$ cat config.mk
export PLATFORM = sky130hd
export DESIGN_NAME = mult_hazard_unit
export DESIGN_NICKNAME = d
export VERILOG_FILES = /design/src/rtl/mult_hazard_unit.sv
export SDC_FILE = /design/constraint.sdc
export NUM_CORES = 1
export LEC_CHECK = 0
export CAP_MARGIN = 20
export CORE_AREA = 2 2 39 41
export DETAILED_ROUTE_END_ITERATION = 7
export DIE_AREA = 0 0 41 43
export PLACE_DENSITY = 0.79
export REMOVE_ABC_BUFFERS = 1
export SLEW_MARGIN = 20
export SYNTH_ARGS = -nofsm -noshare
export SYNTH_HDL_FRONTEND = slang
export SYNTH_SLANG_ARGS = --single-unit
export TNS_END_PERCENT = 20
$ cat constraint.sdc
create_clock -name i_clk -period 1.5 [get_ports i_clk]
set_input_delay 0.225 -clock i_clk [delete_from_list [all_inputs] [get_ports i_clk]]
set_output_delay 0.225 -clock i_clk [all_outputs]
set_load 0.02 [all_outputs]
$ cat src/rtl/mult_hazard_unit.sv
// rtl/mult_hazard_unit.sv - stall/bubble generator for load-use and multi-cycle MULT hazards
// IDLE/BUSY/LAST FSM tracks a MULT in EX; outputs are Mealy in IDLE and forced non-stall in reset.
module mult_hazard_unit #(
  parameter int MULT_LAT = 4,
  parameter int REG_AW   = 5
) (
  input  logic              i_clk,
  input  logic              i_arst_n,
  input  logic [REG_AW-1:0] i_rs1_if_id,
  input  logic [REG_AW-1:0] i_rs2_if_id,
  input  logic [REG_AW-1:0] i_rd_id_ex,
  input  logic              i_mem_read_id_ex,
  input  logic              i_mult_id_ex,
  output logic              o_pc_write_en,
  output logic              o_if_id_write_en,
  output logic              o_id_ex_write_en,
  output logic              o_id_ex_bubble,
  output logic              o_ex_mem_bubble,
  output logic              o_mult_busy,
  output logic [2:0]        o_mult_cnt
);

  typedef enum logic [1:0] {S_IDLE, S_BUSY, S_LAST} state_t;

  localparam bit         MULT_STALLS = (MULT_LAT >= 2);
  localparam logic [2:0] CNT_INIT    = (MULT_LAT >= 3) ? 3'(MULT_LAT - 2) : 3'd0;

  state_t     r_state;
  state_t     w_state_nxt;
  logic [2:0] r_mult_cnt;
  logic [2:0] w_mult_cnt_nxt;
  logic       w_mult_start;
  logic       w_mult_stall;
  logic       w_load_use;

  always_ff @(posedge i_clk or negedge i_arst_n) begin
    if (!i_arst_n) begin
      r_state    <= S_IDLE;
      r_mult_cnt <= 3'd0;
    end else begin
      r_state    <= w_state_nxt;
      r_mult_cnt <= w_mult_cnt_nxt;
    end
  end

  // First EX cycle of a MULT is recognised combinationally so it stalls immediately.
  assign w_mult_start = MULT_STALLS && (r_state == S_IDLE) && i_mult_id_ex;

  always_comb begin
    w_state_nxt    = r_state;
    w_mult_cnt_nxt = r_mult_cnt;
    case (r_state)
      S_IDLE: begin
        if (w_mult_start) begin
          if (MULT_LAT >= 3) begin
            w_state_nxt    = S_BUSY;
            w_mult_cnt_nxt = CNT_INIT;
          end else begin
            w_state_nxt    = S_LAST;
            w_mult_cnt_nxt = 3'd0;
          end
        end
      end
      S_BUSY: begin
        if (r_mult_cnt <= 3'd1) begin
          w_state_nxt    = S_LAST;
          w_mult_cnt_nxt = 3'd0;
        end else begin
          w_mult_cnt_nxt = r_mult_cnt - 3'd1;
        end
      end
      S_LAST: begin
        w_state_nxt    = S_IDLE;
        w_mult_cnt_nxt = 3'd0;
      end
      default: begin
        w_state_nxt    = S_IDLE;
        w_mult_cnt_nxt = 3'd0;
      end
    endcase
  end

  always_comb begin
    w_mult_stall = i_arst_n && (w_mult_start || (r_state == S_BUSY));
    w_load_use   = i_arst_n && !w_mult_stall && i_mem_read_id_ex &&
                   (i_rd_id_ex != '0) &&
                   ((i_rd_id_ex == i_rs1_if_id) || (i_rd_id_ex == i_rs2_if_id));

    o_pc_write_en    = !(w_mult_stall || w_load_use);
    o_if_id_write_en = !(w_mult_stall || w_load_use);
    o_id_ex_write_en = !w_mult_stall;
    o_id_ex_bubble   = w_load_use;
    o_ex_mem_bubble  = w_mult_stall;
    o_mult_busy      = w_mult_stall;
    o_mult_cnt       = r_mult_cnt;
  end

endmodule

==> qor.csv, run 1 <==
metric;value;unit
fill_cells;133;
power.leakage;0.4199;nW
clock_path_buffers;2;
core;0.001384;sq mm
overflow;0;
io_buffers;27;
cp.arrival;1.36;ns
power_frac_clock;0.145;
fin_crit;1.581;ns
p_int;0.0006282;W
cp_max_fo;2;
seqPwrFrac;0.236;
setup_slack;-0.08142;ns
final.setup_skew;0.005538;ns
diodes;0;
p_sw;0.0004405;W
cpPeakStageDelay;0.53;ns
antenna_left;0;
grt_usage;0.1584;
std_cell_rows;14;
async_flop_share;1.000;
fp.dieW;41;um
die_height;43;um
status;finished, violations left;
clk_pin_slew;0.05;ns
via_count;466;
synth_area_leaders;dfrtp_1 (30%), xor2_1 (21%), ha_1 (5.9%);
finalWirelength;1.208;mm
clk_latency;0.24;ns
ys_types;19;
synth.largest_area_cell;dfrtp_1;
swShare;0.4122;
min_period_over_period;1.054;
crit_chain;buf_6, or4_4, o211ai_2, o21a_1, buf_6;
wl_per_cell;11.62;um
gp_congestion;0.7395;
grt_pass1_wl;1.897;mm
io-pin-count;28;
final_util;0.5805;
path_class;primary input to output pin;
yosys_warnings;0;
die_area;0.001763;sq mm
synth_edf_count;0;
crit_cells;5;
area_delta_synth_final;89.94;%
grt_max_degree;7;
crit_path_end_kind;output pin;
tightest_slew;0.2254;ns
finalMaxSlewViolations;0;
r2r_cells;6;
ys_seq_area_frac;0.2959;
synthCells;49;
timing.max_cap.violations;0;
rsz0062_at_grt;true;
hold_viol_final;0;
drtIter0Drc;4;
crit_path_frequent_cell;buf_6;
h-tree-depth;1;
crit_buf_inv;2;
antenna_found_initial;0;
slew_headroom;0.8495;
routed_via_density;4.481;
final_nets;110;
ctsHoldBuffers;0;
synth_most_common_cell;xor2_1;
synthFlopType;dfrtp_1;
start_util;0.3056;
dpl.hpwl;987.7;um
pwr-share-comb;0.619;
synth.top_cells.by_count;xor2_1 (10), nor2_1 (6), dfrtp_1 (5), nor3_1 (5);
required;1.27;ns
finalSetupViolCount;2;
cts_buffers;3;
failed_checks;negative setup slack;
setup.worst_path.start_class;primary input;
syn_area_per_cell;8.631;sq um
ys_ff_latch;5;
clock-sinks;5;
powerDensity;1330;mW/mm^2
cp_top_family;simple AND/OR/NAND/NOR gates;
drive_above_1_share;0.3750;
hold_path_class;primary input to asynchronous set/reset pin;
cts_tree;built;
max-vdd-ir-drop;1.007;mV
synthesis.area;422.9;sq um
power;0.001069;W
whs;0.3553;ns
first_global_vias;468;
drc;0;
max_clock_freq;632.3;MHz
synth_top_area_frac;0.2959;
dr.pass1.iters;2;
critPathSlowestCell;or4_4;
cts_root_buffer;clkbuf_4;
-- stage by stage --
stage,TNS [ns],cells,setup WS (ns),instance area [sq um]
detailed placement,-3.741,97,-0.8491,750.7
CTS,-0.2616,103,-0.08925,760.7
floorplan,0,47,0.01907,407.9
global placement,-3.689,97,-0.8325,750.7
global route,-0.3706,104,-0.1444,803.3
finish,-0.1622,104,-0.08142,803.3
-- layout make-up --
| class | instances | area (sq um) | area share |
|---|---|---|---|
| timing repair buffer | 37 | 316.6 | 0.3941 |
| sequential | 5 | 125.1 | 0.1558 |
| inverter | 3 | 11.26 | 0.01402 |
| clock buffer | 4 | 26.28 | 0.03271 |
| tap | 16 | 20.02 | 0.02492 |
| multi-input combinational | 39 | 304.0 | 0.3785 |
-- state kept, by name (all words and copies together), names as in the netlist --
| name | flops |
|---|---|
| o_mult_cnt | 3 |
| r_state | 2 |
-- logic make-up (layout without fill, tap and decap cells) --
logic type / Yosys count / count (layout) / synth area share
and+or+nand+nor: 18 / 18 / 0.2160
xor gates and xnor gates: 10 / 10 / 0.2071
AOI/OAI and AO/OA: 9 / 9 / 0.1598
DFF: 5 / 5 / 0.2959
buffers and inverters: 5 / 44 / 0.06212
adders and majority gates: 2 / 2 / 0.05916
-- worst paths after layout --
path	startpoint	endpoint	slack [ns]
setup / recovery	i_rd_id_ex[1]	o_if_id_write_en	-0.08
hold / removal	i_arst_n	r_state[0]	0.36
setup reg to reg	o_mult_cnt[1]	o_mult_cnt[1]	0.16
hold reg to reg	r_state[1]	o_mult_cnt[2]	0.56
max in group asynchronous	i_arst_n	o_mult_cnt[1]	1.03
min in group i_clk	i_mult_id_ex	o_mult_cnt[1]	0.37
-- routing by layer --
metal | up-vias | global-route usage | wire (um)
li1 | 241 | - | -
met4 | 0 | 0.04000 | 0
met3 | 0 | 0.03141 | 27
met2 | 6 | 0.2813 | 749
met1 | 219 | 0.1797 | 431
met5 | - | 0 | 0
-- repair_timing --
item / in CTS / in global routing
setup buffers: 2 / 1
resized for setup: 62 / 9
pin swaps: 15 / 6
setup endpoints to repair: 7 / 7
hold endpoints to repair: 0 / 0
-- power by group through the flow --
| stage | Sequential (W) | Clock (W) | Combinational, W |
|---|---|---|---|
| after floorplan | 0.000303 | 0 | 0.000293 |
| after global placement | 0.000249 | 0 | 0.000646 |
| after detailed placement | 0.000253 | 0 | 0.000658 |
| after CTS | 0.000253 | 0.000158 | 0.000653 |
| after global routing | 0.000265 | 0.000170 | 0.000725 |
| final | 0.000252 | 0.000155 | 0.000662 |
-- cells in the final DEF, fill, tap and decap left out, drive strengths merged, types with 3 or more instances in the layout --
| cell type | n |
|---|---|
| nor3 | 5 |
| nand2 | 3 |
| nor2 | 6 |
| dlygate4sd2 | 11 |
| xor2 | 10 |
| buf | 20 |
| dfrtp | 5 |
| inv | 3 |
| dlymetal6s2s | 3 |
| clkbuf | 4 |
Power figures use the tool's default switching activity.
==> run 2, diff against run 1 <==
--- a/config.mk
+++ b/config.mk
@@ -6,9 +6,10 @@
 export NUM_CORES = 1
 export LEC_CHECK = 0
 export CAP_MARGIN = 20
-export CORE_AREA = 2 2 39 41
+export CORE_AREA = 4 4 41 43
+export CTS_CLUSTER_SIZE = 8
 export DETAILED_ROUTE_END_ITERATION = 7
-export DIE_AREA = 0 0 41 43
+export DIE_AREA = 0 0 45 47
 export PLACE_DENSITY = 0.79
 export REMOVE_ABC_BUFFERS = 1
 export SLEW_MARGIN = 20
==> run 2 against run 1 <==
  * The flow still finishes with violations (negative setup slack)
  * Fmax up 2.5%
  * Clock power fell by 3%
  * Clock skew hardly changed
  * First-iteration DRC count unchanged
  * Critical path depth unchanged
  * Global-route usage is 2.8 points lower
  * Critical path type unchanged
  * Largest cell class unchanged
==> qor.csv, run 2 (synthesis gave the netlist of run 1 again) <==
metric;value;unit;change
cpPeakStageDelay;0.53;ns;about the same
timing.max_cap.violations;0;;unchanged
cts_buffers;3;;unchanged
routed_via_density;4.624;;+3.2%
largest_register_ffs;3;;unchanged
path_class;primary input to output pin;;
cp_top_family;simple AND/OR/NAND/NOR gates;;
finalWirelength;1.277;mm;+5.7%
slew_headroom;0.8465;;-0.003018
final_nets;108;;-1.8%
gp_congestion;0.8169;;+10%
required;1.27;ns;about the same
finalMaxSlewViolations;0;;unchanged
dr.pass1.iters;2;;unchanged
clock-sinks;5;;unchanged
place_ws;-0.8486;ns;+0.0004890 ns
core;0.001301;sq mm;-6.0%
start_util;0.3250;;+0.01939
grt_usage;0.1302;;-0.02827
io_buffers;27;;unchanged
overflow;0;;unchanged
diodes;0;;unchanged
via_count;467;;+0.21%
fin_crit;1.543;ns;-0.03799 ns
r2r_cells;6;;unchanged
die_area;0.002115;sq mm;+20%
hold_viol_final;0;;unchanged
io-pin-count;28;;unchanged
area_delta_synth_final;84.02;%;
h-tree-depth;1;;unchanged
cts_tree;built;;
crit_chain;buf_6, or4_4, o211ai_2, o21a_1, buf_6;;
crit_path_frequent_cell;buf_6;;
rsz0062_at_grt;true;;
die_height;47;um;+9.3%
final_util;0.5981;;+0.01761
cp_max_fo;2;;unchanged
final.setup_skew;0.005305;ns;-0.0002334 ns
fp.dieW;45;um;+9.8%
status;finished, violations left;;
critPathSlowestCell;or4_4;;
wl_per_cell;12.64;um;+8.9%
clk_latency;0.24;ns;about the same
std_cell_rows;13;;-1
powerDensity;1364;mW/mm^2;+2.5%
dpl.hpwl;1.075;mm;+8.8%
grt_pass1_wl;1.973;mm;+4.0%
power;0.001061;W;-0.67%
drc;0;;unchanged
first_global_vias;483;;+3.2%
grt_max_degree;7;;unchanged
dp.cells;96;;-1.0%
reg2reg_to;o_mult_cnt[1];;
max-vdd-ir-drop;1.025;mV;+1.8%
drtIter0Drc;4;;unchanged
worstReg2RegStart;o_mult_cnt[1];;
mostFrequentLayoutCells;xor2_1 (10), dlygate4sd2_1 (10), buf_4 (10), dfrtp_1 (5);;
fin_area;778.2;sq um;-3.1%
fill_cells;130;;-2.3%
failed_checks;negative setup slack;;
hold_path_class;primary input to asynchronous set/reset pin;;
setup_slack;-0.04343;ns;+0.03799 ns
cts_root_buffer;clkbuf_4;;
rrSetupSlack;0.13;ns;-0.03 ns
min_period_over_period;1.029;;-0.02533
antenna_left;0;;unchanged
cp.arrival;1.32;ns;-0.04 ns
max_clock_freq;647.9;MHz;+2.5%
crit_path_end_kind;output pin;;
finalSetupViolCount;2;;unchanged
clk_pin_slew;0.04;ns;about the same
antenna_found_initial;0;;unchanged
drive_above_1_share;0.3488;;-0.02616
final_cells;101;;-2.9%
tightest_slew;0.2299;ns;+0.004520 ns
crit_buf_inv;2;;unchanged
setup.worst_path.start_class;primary input;;
power.leakage;0.4022;nW;-4.2%
place_area;749.5;sq um;-0.17%
clock_path_buffers;2;;unchanged
==> run 2: per-stage QoR <==
step,TNS (ns),hold WS (ns)
6_report,-0.08676,0.3482
3_3_place_gp,-3.723,0.5298
3_5_place_dp,-3.761,0.5466
4_1_cts,-0.1739,0.3299
2_1_floorplan,0,-0.07059
5_1_grt,-0.2511,0.3523
==> run 2: worst max path at each step <==
stage | slack, ns | end | depth (start not counted) | from
final | -0.04 | o_if_id_write_en | 5 | i_rd_id_ex[2]
after global routing | -0.09 | o_if_id_write_en | 5 | i_rd_id_ex[2]
after CTS | -0.09 | o_if_id_write_en | 5 | i_rd_id_ex[2]
after detailed placement | -0.85 | o_if_id_write_en | 5 | i_rd_id_ex[1]
after global placement | -0.83 | o_pc_write_en | 5 | i_rd_id_ex[1]
after floorplan | 0.02 | o_if_id_write_en | 3 | i_rd_id_ex[1]
==> run 2: power breakdown <==
group,internal [W],switching [W],total [W]
Combinational,0.000325,0.000331,0.000657
Clock,0.000100,0.0000500,0.000150
Sequential,0.000198,0.0000572,0.000255
Total,0.000623,0.000439,0.00106
==> run 2: per-layer routing <==
metal | vias to the layer above | wire length [um] | share of wire | track usage
met2 | 9 | 765 | 0.60 | 0.2627
met1 | 218 | 467 | 0.37 | 0.1359
li1 | 240 | - | - | -
met5 | - | 0 | 0 | 0
met4 | 0 | 0 | 0 | 0.03509
met3 | 0 | 44 | 0.034 | 0.02299
==> run 2: what timing repair did <==
action                     4_1_cts  5_1_grt
setup buffers                    1        0
setup endpoints to repair        6        8
pin swaps                       15        2
hold endpoints to repair         0        0
hold buffers                     0        0
cloned                           0        0
resized for setup               61        8
==> run 2: layout make-up <==
class,instances,area (sq um),share of cell area
clock buffers,4,26.28,0.03376
inverters,3,11.26,0.01447
multi-input cells,39,294.0,0.3778
flip-flops and latches,5,125.1,0.1608
well taps,15,18.77,0.02412
repair buffers,35,302.8,0.3891
